File: config.mk
export PLATFORM = sky130hd
export DESIGN_NAME = spi_flash_reader
export DESIGN_NICKNAME = d
export VERILOG_FILES = /design/src/rtl/spi_flash_reader.sv
export SDC_FILE = /design/constraint.sdc
export NUM_CORES = 1
export LEC_CHECK = 0
export ABC_AREA = 1
export BUFFER_PORTS_ARGS = -buffer_cell sky130_fd_sc_hd__buf_2
export CAP_MARGIN = 20
export CORE_MARGIN = 5
export CORE_UTILIZATION = 48
export CTS_BUF_LIST = sky130_fd_sc_hd__clkbuf_16
export CTS_CLUSTER_DIAMETER = 150
export DETAILED_ROUTE_END_ITERATION = 8
export GPL_TIMING_DRIVEN = 0
export PLACE_DENSITY_LB_ADDON = 0.15
export SETUP_SLACK_MARGIN = 0.15
export SLEW_MARGIN = 0
export SYNTH_ARGS = -nofsm -noshare
export SYNTH_HDL_FRONTEND = slang
export SYNTH_SLANG_ARGS = --single-unit
File: constraint.sdc
create_clock -name sys_clk -period 1.2 [get_ports sys_clk]
set_input_delay 0.12 -clock sys_clk [delete_from_list [all_inputs] [get_ports sys_clk]]
set_output_delay 0.12 -clock sys_clk [all_outputs]
set_load 0.1 [all_outputs]
File: src/rtl/spi_flash_reader.sv
// SPI-NOR READ (0x03) sequencer: drives spi_master's transfer interface and
// returns the read bytes one at a time on a valid/ready stream.
`timescale 1ns/1ps

module spi_flash_reader #(
   parameter logic [7:0] READ_CMD   = 8'h03,
   parameter logic [7:0] DUMMY_BYTE = 8'h00
) (
   input  logic        sys_clk,
   input  logic        sys_rst_n,
   input  logic        rd_req,
   input  logic [23:0] rd_addr,
   input  logic [15:0] rd_len,
   output logic        busy,
   output logic [7:0]  rd_data,
   output logic        rd_valid,
   input  logic        rd_ready,
   output logic        rd_done,
   output logic        spi_en,
   output logic [1:0]  spi_mode,
   output logic [15:0] spi_sdata,
   input  logic [15:0] spi_rdata,
   input  logic        spi_done
);

   localparam logic [2:0] S_IDLE = 3'd0;
   localparam logic [2:0] S_CMD  = 3'd1;
   localparam logic [2:0] S_ADDR = 3'd2;
   localparam logic [2:0] S_DATA = 3'd3;
   localparam logic [2:0] S_OUT  = 3'd4;
   localparam logic [2:0] S_FIN  = 3'd5;

   logic [2:0]  state_q, state_d;
   logic [23:0] addr_q, addr_d;
   logic [15:0] cnt_q, cnt_d;
   logic        entry_q, entry_d;
   logic        busy_q, busy_d;
   logic [7:0]  rd_data_q, rd_data_d;
   logic        rd_valid_q, rd_valid_d;
   logic        rd_done_q, rd_done_d;
   logic        spi_en_q, spi_en_d;
   logic [1:0]  spi_mode_q, spi_mode_d;
   logic [15:0] spi_sdata_q, spi_sdata_d;

   // Only the low byte of an 8-bit transfer carries read data.
   logic unused_rdata_hi;
   assign unused_rdata_hi = ^spi_rdata[15:8];

   always_comb begin
      // NOTE: every signal gets a default first so no path through the case
      // leaves one unassigned, which would otherwise infer a latch.
      state_d     = state_q;
      addr_d      = addr_q;
      cnt_d       = cnt_q;
      entry_d     = 1'b0;
      busy_d      = busy_q;
      rd_data_d   = rd_data_q;
      rd_valid_d  = rd_valid_q;
      rd_done_d   = 1'b0;
      spi_en_d    = 1'b0;
      spi_mode_d  = spi_mode_q;
      spi_sdata_d = spi_sdata_q;

      // entry_q marks the first cycle of a transfer state: that cycle launches
      // the transfer, and spi_done is only honoured once it is in flight.
      case (state_q)
         S_IDLE: begin
            if (rd_req) begin
               addr_d = rd_addr;
               cnt_d  = rd_len;
               busy_d = 1'b1;
               if (rd_len == 16'd0) begin
                  state_d = S_FIN;
               end else begin
                  state_d = S_CMD;
                  entry_d = 1'b1;
               end
            end
         end
         S_CMD: begin
            if (entry_q) begin
               spi_en_d    = 1'b1;
               spi_mode_d  = 2'b11;
               spi_sdata_d = {READ_CMD, addr_q[23:16]};
            end else if (spi_done) begin
               state_d = S_ADDR;
               entry_d = 1'b1;
            end
         end
         S_ADDR: begin
            if (entry_q) begin
               spi_en_d    = 1'b1;
               spi_mode_d  = 2'b11;
               spi_sdata_d = addr_q[15:0];
            end else if (spi_done) begin
               state_d = S_DATA;
               entry_d = 1'b1;
            end
         end
         S_DATA: begin
            if (entry_q) begin
               spi_en_d    = 1'b1;
               // The last byte releases CS; earlier ones keep the burst open.
               spi_mode_d  = (cnt_q == 16'd1) ? 2'b00 : 2'b01;
               spi_sdata_d = {DUMMY_BYTE, 8'h00};
            end else if (spi_done) begin
               rd_data_d  = spi_rdata[7:0];
               cnt_d      = cnt_q - 16'd1;
               rd_valid_d = 1'b1;
               state_d    = S_OUT;
            end
         end
         S_OUT: begin
            if (rd_ready) begin
               rd_valid_d = 1'b0;
               if (cnt_q != 16'd0) begin
                  state_d = S_DATA;
                  entry_d = 1'b1;
               end else begin
                  state_d = S_FIN;
               end
            end
         end
         S_FIN: begin
            rd_done_d = 1'b1;
            busy_d    = 1'b0;
            state_d   = S_IDLE;
         end
         default: state_d = S_IDLE;
      endcase
   end

   // NOTE: sequential state uses non-blocking assignments so every flop
   // samples the pre-edge value of its neighbours, independent of order.
   always_ff @(posedge sys_clk or negedge sys_rst_n) begin
      if (!sys_rst_n) begin
         state_q     <= S_IDLE;
         addr_q      <= '0;
         cnt_q       <= '0;
         entry_q     <= 1'b0;
         busy_q      <= 1'b0;
         rd_data_q   <= '0;
         rd_valid_q  <= 1'b0;
         rd_done_q   <= 1'b0;
         spi_en_q    <= 1'b0;
         spi_mode_q  <= '0;
         spi_sdata_q <= '0;
      end else begin
         state_q     <= state_d;
         addr_q      <= addr_d;
         cnt_q       <= cnt_d;
         entry_q     <= entry_d;
         busy_q      <= busy_d;
         rd_data_q   <= rd_data_d;
         rd_valid_q  <= rd_valid_d;
         rd_done_q   <= rd_done_d;
         spi_en_q    <= spi_en_d;
         spi_mode_q  <= spi_mode_d;
         spi_sdata_q <= spi_sdata_d;
      end
   end

   assign busy      = busy_q;
   assign rd_data   = rd_data_q;
   assign rd_valid  = rd_valid_q;
   assign rd_done   = rd_done_q;
   assign spi_en    = spi_en_q;
   assign spi_mode  = spi_mode_q;
   assign spi_sdata = spi_sdata_q;

endmodule

==> impl_metrics.ini, run 1 <==
[clock_network]
cts_root_buffer = clkbuf_16
clk_pin_slew_ns = 0.07
cts-buffers-inserted = 9
cts_htree_levels = 3
cts_sinks = 74
clk_latency_ns = 0.33
clockBufferDepth = 2
cts_tree = done

[synth]
synth_nets = 550
avgSynthCellArea_sq_um = 7.482
synth_cell_types = 25
yosys_warnings = 0
syn_inst = 487
ys_seq_area_share_pct = 50.82
syn_area_sq_um = 3643
synth-seq-cells = 74

[timing]
slew_viol_final = 0
max_slew_margin_pct = 69.70
tightest_slew_ns = 0.4545
whs_ns = 0.006142
rsz0062_at_grt = true
fmax_mhz = 643.9
setup_viol = 72
skew_ns = 0.009020
setup_slack_ns = -0.3529
fin_crit_ns = 1.553
hold_viol = 0
min_period_over_period_pct = 129.4

[outcome]
outcome = complete, but fails checks
violations = setup timing

[setup_path]
cp-end-kind = register
crit_chain = buf_4 -> inv_4 -> nor2_4 -> buf_4 -> clkbuf_8 -> o21ai_0 -> nand2_1 -> nand2_1
crit_path_top_delay_cell = dfrtp_2
startpoint_type = register
cp_max_fo = 5
critPathMaxStageDelay_ns = 0.49
arrival_ns = 1.82
worst-setup-path-type = register to register
required_ns = 1.47
path_buf_inv = 4
worst_path_dominant_cell_family = buffers and inverters

[global_route]
grt_max_degree = 43
grt_usage_pct = 24.53
grt_pass1_vias = 3930
met1_usage_pct = 32.87
grt_pass1_wl_mm = 19.07
grt.overflow.total = 0
grt_use_met3_pct = 4.882
grtUsageMet2_pct = 40.02
busiest_layer = met2
antenna_found_initial = 0

[floorplanning]
design.die.area_sq_um = 9433
rows = 31
ios = 91
start_util_pct = 49.70
die_w_um = 97.13
core_area_sq_um = 7331
fp.dieH_um = 97.13

[placed_design]
port_buffers = 82
place_inst = 669
dp_hpwl_mm = 6.561
gp_routability_congestion = 0.8461

[flow_run]
cap_violations = 0

[route]
drc_errors = 0
wl_per_cell_um = 17.48
drt_first_iter_violations = 363
wl_mm = 12.92
ant_nets = 0
dr.pass1.iters = 5
vias = 3972
via_per_inst = 5.375

[pwr]
p_per_area_nw_per_um2 = 3491
p_leak_uw = 0.002972
power_uw = 21210
ir_drop_v = 0.002402

[finish]
layout.nets = 698
num_antenna_cells = 0
area_growth_pct = 66.79
multi_input_comb_area_sq_um = 1974
regArea_sq_um = 1872
layout-drive-gt1-share_pct = 44.38
n_fill_cell = 389
finalNonFillerCells = 739

[hold_path]
hp-class = input pin to register
==> cells in the final DEF, fill, tap and decap left out, drive strengths merged, types with 3 or more instances in the layout <==
| cell type | count |
|---|---|
| o21ai | 41 |
| mux2 | 8 |
| clkbuf | 11 |
| clkinv | 3 |
| a21oi | 4 |
| dlygate4sd3 | 9 |
| nand2 | 202 |
| buf | 141 |
| nor2 | 65 |
| inv | 43 |
| nand3 | 28 |
| dfrtp | 74 |
==> cell type report <==
class                           instances  area share [%]
Multi-Input combinational cell        357           32.49
Sequential cell                        74           30.80
Timing Repair Buffer                  137           23.35
Clock buffer                            9           3.706
Buffer                                 15           3.088
Inverter                               41           2.862
Tap cell                               99           2.038
Clock inverter                          7           1.668
==> layer usage <==
metal	vias to the layer above	wire length, um
met5	-	0
met4	0	418
met3	51	931
met2	204	6459
met1	1905	5111
li1	1812	-
==> state kept, by name, indices dropped and copies added (netlist names) <==
| signal | cells |
|---|---|
| addr_q | 24 |
| cnt_q | 16 |
| spi_sdata | 16 |
| rd_data | 8 |
| state_q | 3 |
| spi_mode | 2 |
| busy | 1 |
| entry_q | 1 |
| rd_done | 1 |
| rd_valid | 1 |
| spi_en | 1 |
==> cells by family (layout without fill, tap and decap cells) <==
group                      count (synthesis)  in the layout  share of synthesized area [%]
muxes                                      8              8                          2.473
DFF                                       74             74                          50.82
and+or+nand+nor                          299            299                          32.80
buffers and inverters                     56            209                          6.456
AOI/OAI and AO/OA                         48             48                          6.765
adders and majority gates                  2              2                         0.6867
==> timing repair <==
| item | 4_1_cts | 5_1_grt |
|---|---|---|
| endpoints found under the setup margin | 103 | 102 |
| hold buffers | 8 | 1 |
| pin swaps | 13 | 14 |
| cloned | 9 | 0 |
| buffers inserted | 26 | 10 |
| gates resized for setup | 191 | 105 |
| endpoints found under the hold margin | 39 | 1 |
==> cells in the mapped netlist <==
library cell,instances,area (sq um)
nor3_1,1,5.000
inv_2,4,15.01
inv_1,37,138.9
nand2_1,201,754.5
ha_1,2,25.02
o21ai_1,14,70.07
nand3_2,1,10.01
nor2_4,2,22.52
nand3b_1,1,7.510
nand4_1,1,6.260
nor2_2,2,12.51
nand3_1,27,135.1
o211ai_1,1,7.510
buf_4,3,22.52
mux2_2,8,90.09
nor2_1,61,229.0
a31oi_1,1,6.260
buf_2,11,55.05
o21ai_0,27,135.1
dfrtp_1,74,1852
or2_1,1,6.260
a21oi_1,4,20.02
o21a_1,1,7.510
nand2_2,1,6.260
clkbuf_1,1,3.750
==> power by group <==
group	internal, uW	total (uW)	switching [uW]
combinational	5200	13200	8030
clock	1850	3000	1160
sequential	3730	4990	1260
total	10800	21200	10400
==> tightest hold or removal path, delay by kind of cell <==
kind	cells	cell delay (ns)
buffers and inverters	1	0.08
AND/OR/NAND/NOR	2	0.11
==> worst paths after layout <==
kind,cells past startpoint,from,slack [ns],endpoint
setup / recovery,8,state_q[1],-0.35,spi_sdata[4]
hold / removal,3,rd_addr[10],0.006,addr_q[10]
setup reg to reg,8,state_q[1],-0.35,spi_sdata[4]
min in group asynchronous,2,sys_rst_n,0.29,cnt_q[13]
max in group asynchronous,3,sys_rst_n,0.32,spi_mode[0]
hold reg to reg,2,addr_q[10],0.47,addr_q[10]
==> through the flow <==
stage,TNS [ns],setup slack [ns],cell area (sq um),utilization (%)
2_1_floorplan,-1.361,-0.05918,3730,-
3_3_place_gp,-49.15,-0.6177,4264,58.17
3_5_place_dp,-13.83,-0.2711,4287,58.47
4_1_cts,-7.838,-0.1722,5605,76.46
5_1_grt,-19.79,-0.3839,6077,82.90
6_report,-16.61,-0.3529,6077,82.90
No activity file was read; power rests on OpenSTA's default activity.
==> run 2: changes to the inputs <==
- ABC_AREA: 1 -> unset
- CORE_UTILIZATION: 48 -> 47
==> run 2 against run 1 <==
  * The flow still finishes with violations (setup timing)
  * Total power increased by 1.8%
  * Sequential power is 2% lower
  * Global-route usage rose by 2.1 points
  * Maximum frequency down 18%
  * Sequential cell count stayed put
  * Cell area grew 2.2%
  * Synthesized cell count is 35% lower
  * Worst setup slack got worse by 0.34 ns
  * Core utilization rose by 3.2 points
  * Combinational power increased by 5%
  * Register-to-register slack worse by 0.34 ns
  * Critical endpoint is now cnt_q[15]
  * Highest routed layer unchanged
==> impl_metrics.ini, run 2 <==
[finish]
design_area_sq_um = 6208
top_register = addr_q
layout_common_cells = 68 x dfrtp_1, 52 x buf_2, 50 x buf_4, 32 x mux2_4, 32 x buf_12
num_antenna_cells = 0
final_common_cell = dfrtp_1
area_growth_pct = 79.72
layout-drive-gt1-share_pct = 62.80
layout.nets = 550
largest_reg_flops = 24

[route]
wl_mm = 13.48
drc_errors = 0
vias = 3529
drt_first_iter_violations = 380
via_per_inst = 5.971
ant_nets = 0
dr.pass1.iters = 5
wl_per_cell_um = 22.81

[timing]
fmax_mhz = 528.5
skew_ns = 0.01260
hold_viol = 0
setup_viol = 74
rsz0062_at_grt = true
min_period_over_period_pct = 157.7
slew_viol_final = 0
tightest_slew_ns = 0.4692
max_slew_margin_pct = 68.43
setup_slack_ns = -0.6922
whs_ns = 0.003653
fin_crit_ns = 1.892

[clock_network]
cts_htree_levels = 3
cts_root_buffer = clkbuf_16
clk_pin_slew_ns = 0.07
cts_sinks = 74
cts_tree = done
cts-buffers-inserted = 9
clockBufferDepth = 2
clk_latency_ns = 0.35

[floorplanning]
core_area_sq_um = 7214
ios = 91
rows = 31
fp.dieH_um = 95.73
design.die.area_sq_um = 9164
start_util_pct = 47.88
die_w_um = 95.73

[pwr]
p_per_area_nw_per_um2 = 3479
ir_drop_v = 0.002515
p_leak_uw = 0.002762
power_uw = 21600

[placed_design]
place_area_sq_um = 4322
gp_routability_congestion = 0.8999
dp_hpwl_mm = 6.204
post-place-ws_ns = -0.7873
port_buffers = 82

[synth]
avgSynthCellArea_sq_um = 10.93
synth_top_cell_area_share_pct = 53.60
synth_flop_cell = dfrtp_1
synth_largest_area_cell = dfrtp_1
async_flop_share_pct = 100.0
syn_area_sq_um = 3455
syn_inst = 316
yosys_warnings = 0
ys_top_cells_by_count = 74 x dfrtp_1, 32 x mux2_2, 25 x a21oi_1, 25 x o21ai_0, 24 x nand2_1
yosysMostFrequentCell = dfrtp_1
synth_edf_count = 0
synth_cell_types = 51
ys_top_cells_by_area = dfrtp_1 54%, mux2_2 10%, a21oi_1 3.6%, o21ai_0 3.6%, nand2_1 2.6%
synth-seq-cells = 74
synth_nets = 379
ys_seq_area_share_pct = 53.60

[setup_path]
crit_chain = or4_4 -> nor4_4 -> buf_4 -> a21o_1 -> nand3_1
required_ns = 1.40
cp_max_fo = 4
reg2reg_depth = 5
critPathMaxStageDelay_ns = 0.57
reg2reg_setup_slack_ns = -0.69
arrival_ns = 2.09
startpoint_type = register
cp-end-kind = register
worst-setup-path-type = register to register
crit_path_top_delay_cell = or4_4

[global_route]
grt_usage_pct = 26.59
antenna_found_initial = 0
grt_pass1_vias = 3570
grt_max_degree = 43
grt.overflow.total = 0
grt_pass1_wl_mm = 18.51

[flow_run]
cap_violations = 0

[outcome]
outcome = complete, but fails checks
violations = setup timing

[hold_path]
hp-class = input pin to register
whs_path_depth = 2
run 2: layout make-up:
cell class	count	area, sq um
multi-input cells	214	1997
flip-flops and latches	74	1859
repair buffers	160	1618
fillers	356	1006
plain buffers	19	240.2
clock buffers	9	225.2
well taps	99	123.9
clock inverters	7	91.34
inverters	9	53.80
run 2: path summary, 6_finish.rpt:
path | start | to
worst max-delay path | cnt_q[8] | cnt_q[15]
worst min-delay path | rd_addr[18] | addr_q[18]
worst max register to register | cnt_q[8] | cnt_q[15]
worst min register to register | addr_q[11] | spi_sdata[11]
max in group asynchronous | sys_rst_n | state_q[2]
min in group asynchronous | sys_rst_n | addr_q[2]
run 2: power breakdown:
part	switching, uW	internal, uW	leakage [uW]	total, uW
Combinational	7470	6300	0.00172	13800
Clock	1140	1820	0.000157	2960
Sequential	1180	3700	0.000879	4880
run 2: critical path: cells and delay by family, from the launching register on:
| kind | cells | cell delay [ns] |
|---|---|---|
| AOI/OAI and AO/OA | 1 | 0.13 |
| buffers and inverters | 1 | 0.23 |
| DFF | 1 | 0.42 |
| and+or+nand+nor | 3 | 0.97 |
run 2: logic make-up (layout without fill, tap and decap cells):
family / Yosys count / in the layout / share of synthesized area [%]
DFF: 74 / 74 / 53.60
muxes: 34 / 34 / 11.01
AOI/OAI and AO/OA: 89 / 89 / 16.52
and+or+nand+nor: 87 / 87 / 14.31
adders and majority gates: 2 / 2 / 0.7243
buffers and inverters: 28 / 204 / 3.332
xor gates and xnor gates: 2 / 2 / 0.5072
run 2: timing repair:
action / in CTS / in global routing
gates cloned: 7 / 1
gates resized for setup: 178 / 76
buffers inserted: 50 / 18
endpoints found under the hold margin: 32 / 0
pin swaps: 41 / 17
endpoints found under the setup margin: 104 / 103
hold buffers: 1 / 0
run 2: routing by layer:
metal	routed length (um)	vias up	part of all wire [%]	GRT usage, %
met1	5310	1771	39	35.03
met4	353	0	2.6	10.19
met3	1081	36	8.0	6.959
met2	6738	212	50	42.10
met5	0	-	0	0
li1	-	1510	-	-
run 2: per-stage QoR:
step | setup TNS [ns] | cells | utilization [%]
2_1_floorplan | -27.22 | 316 | -
3_3_place_gp | -76.56 | 497 | 59.59
3_5_place_dp | -42.60 | 498 | 59.90
4_1_cts | -28.59 | 572 | 79.48
5_1_grt | -37.65 | 591 | 86.06
6_report | -33.84 | 591 | 86.06
==> run 3: changes to the inputs <==
- CORE_UTILIZATION: 47 -> 40
- clock period: 1.2 -> 2.42 ns (I/O delays scaled with it)
==> run 3 against run 2 <==
  * The run now ends clean
  * Sequential cell count stayed put
  * Non-clock buffer count is 76 lower
  * Cell area decreased by 30%
  * Die area grew 16%
  * First-iteration DRC count fell by 59%
  * Combinational power is 73% lower
  * Critical path depth down 1
  * Critical endpoint is now entry_q
  * Global-route usage fell by 9.4 points
  * Maximum frequency decreased by 14%
  * Via count decreased by 21%
==> impl_metrics.ini, run 3 (same netlist as run 2, synthesis figures left out) <==
[outcome]
outcome = completed

[setup_path]
cp-end-kind = register
arrival_ns = 2.40
endpoint = entry_q
reg2reg_setup_slack_ns = 0.23
worst-setup-path-type = register to register
r2r_start = cnt_q[11]
cp_max_fo = 5
startpoint_type = register
reg2reg_depth = 4
r2r_end = entry_q
required_ns = 2.63
crit_start = cnt_q[11]

[route]
dr.pass1.iters = 4
wl_mm = 8.640
drc_errors = 0
wl_per_cell_um = 16.49
drt_first_iter_violations = 154
vias = 2779
via_per_inst = 5.303
ant_nets = 0

[finish]
final_core_util_pct = 50.85
layout_common_cells = 89 x buf_2, 74 x dfrtp_1, 32 x mux2_2, 25 x o21ai_0, 25 x a21oi_1
finalNonFillerCells = 524
layout.nets = 474
area_growth_pct = 25.86
n_fill_cell = 809
largest_reg_flops = 24
multi_input_comb_area_sq_um = 1509
final_common_cell = buf_2
regArea_sq_um = 1852
num_antenna_cells = 0
layout-drive-gt1-share_pct = 36.30
top_register = addr_q

[timing]
fmax_mhz = 456.2
skew_ns = 0.006691
setup_viol = 0
tns_ns = 0
fin_crit_ns = 2.192
min_period_over_period_pct = 90.58
max_slew_margin_pct = 55.45
tightest_slew_ns = 0.6627
setup_slack_ns = 0.2281
rsz0062_at_grt = false
hold_viol = 0
slew_viol_final = 0

[floorplanning]
die_w_um = 102.9
fp.dieH_um = 102.9
design.die.area_sq_um = 10590
rows = 34
core_area_sq_um = 8551
ios = 91
start_util_pct = 40.40

[clock_network]
clk_latency_ns = 0.33
cts_tree = done
clk_pin_slew_ns = 0.06
clockBufferDepth = 2
cts_htree_levels = 3
cts-buffers-inserted = 9
cts_root_buffer = clkbuf_16
cts_sinks = 74

[placed_design]
place_inst = 507
port_buffers = 82
dp_hpwl_mm = 6.053
post-place-ws_ns = 0.06980
gp_routability_congestion = 0.8775

[pwr]
p_leak_uw = 0.001919
power_uw = 7206
p_per_area_nw_per_um2 = 1657
ir_drop_v = 0.0009791

[global_route]
grt_usage_pct = 17.19
antenna_found_initial = 0
grt.overflow.total = 0
grt_pass1_wl_mm = 14.01
grt_max_degree = 46
grt_pass1_vias = 2745

[flow_run]
cap_violations = 0

[hold_path]
hp-class = input pin to register
==> run 3: cell count changes in the layout (fill, tap and decap cells not counted), moves of 11 or more <==
cell and change:
buf_12 -32, buf_2 +37, buf_4 -49, buf_6 -23
mux2_2 +32, mux2_4 -32, nand2_1 +11, o21ai_0 +22
o21ai_2 -12
==> run 3: cell type report <==
class	count	area share, %
buffer	19	1.871
clock buffer	9	5.180
clock inverter	7	1.410
inverter	9	0.7770
multi-input combinational	214	34.71
sequential	74	42.59
tap	108	3.108
timing repair buffer	84	10.36
==> run 3: power breakdown <==
| part | internal (uW) | switching (uW) | leakage (uW) |
|---|---|---|---|
| registers | 1830 | 383 | 0.000886 |
| logic | 1020 | 2700 | 0.000889 |
| clock network | 787 | 494 | 0.000144 |
| total | 3630 | 3580 | 0.00192 |
==> run 3: worst max-delay path, stage by stage, from the launching register on <==
cell and delay [ns]:
dfrtp_1 0.41, or4_1 0.59, nor4_2 0.52, a31oi_1 0.27
a31o_2 0.30
==> run 3: timing repair <==
| action | CTS | global route |
|---|---|---|
| setup buffers | 0 | 0 |
| resized for setup | 1 | 2 |
| hold endpoints to repair | 29 | 0 |
| setup endpoints to repair | 19 | 5 |
| hold buffers | 1 | 0 |
| gates cloned | 0 | 0 |
| pin swaps | 0 | 0 |
==> run 3: worst min-delay path by stage <==
stage                       from            end  depth (start not counted)
global route         rd_addr[18]     addr_q[18]                          2
global placement    spi_sdata[1]   spi_sdata[1]                          2
detailed placement     sys_rst_n  spi_sdata[13]                          1
finish               rd_addr[18]     addr_q[18]                          2
CTS                  rd_addr[18]     addr_q[18]                          2
floorplan              sys_rst_n      addr_q[0]                          0
==> run 3: metrics by stage <==
stage / instance area (sq um) / hold slack [ns]
2_1_floorplan: 3455 / -0.05359
3_3_place_gp: 4000 / 0.4630
3_5_place_dp: 4030 / 0.2164
4_1_cts: 4335 / 0.1318
5_1_grt: 4348 / 0.1267
6_report: 4348 / 0.1427
==> run 3: per-layer routing <==
metal  routed length (um)  vias up  global-route usage, %
li1                     -     1356                      -
met1                 3892     1337                  23.75
met5                    0        -                      0
met3                  577        7                  5.277
met2                 4098       79                  26.15
met4                   71        0                  4.980
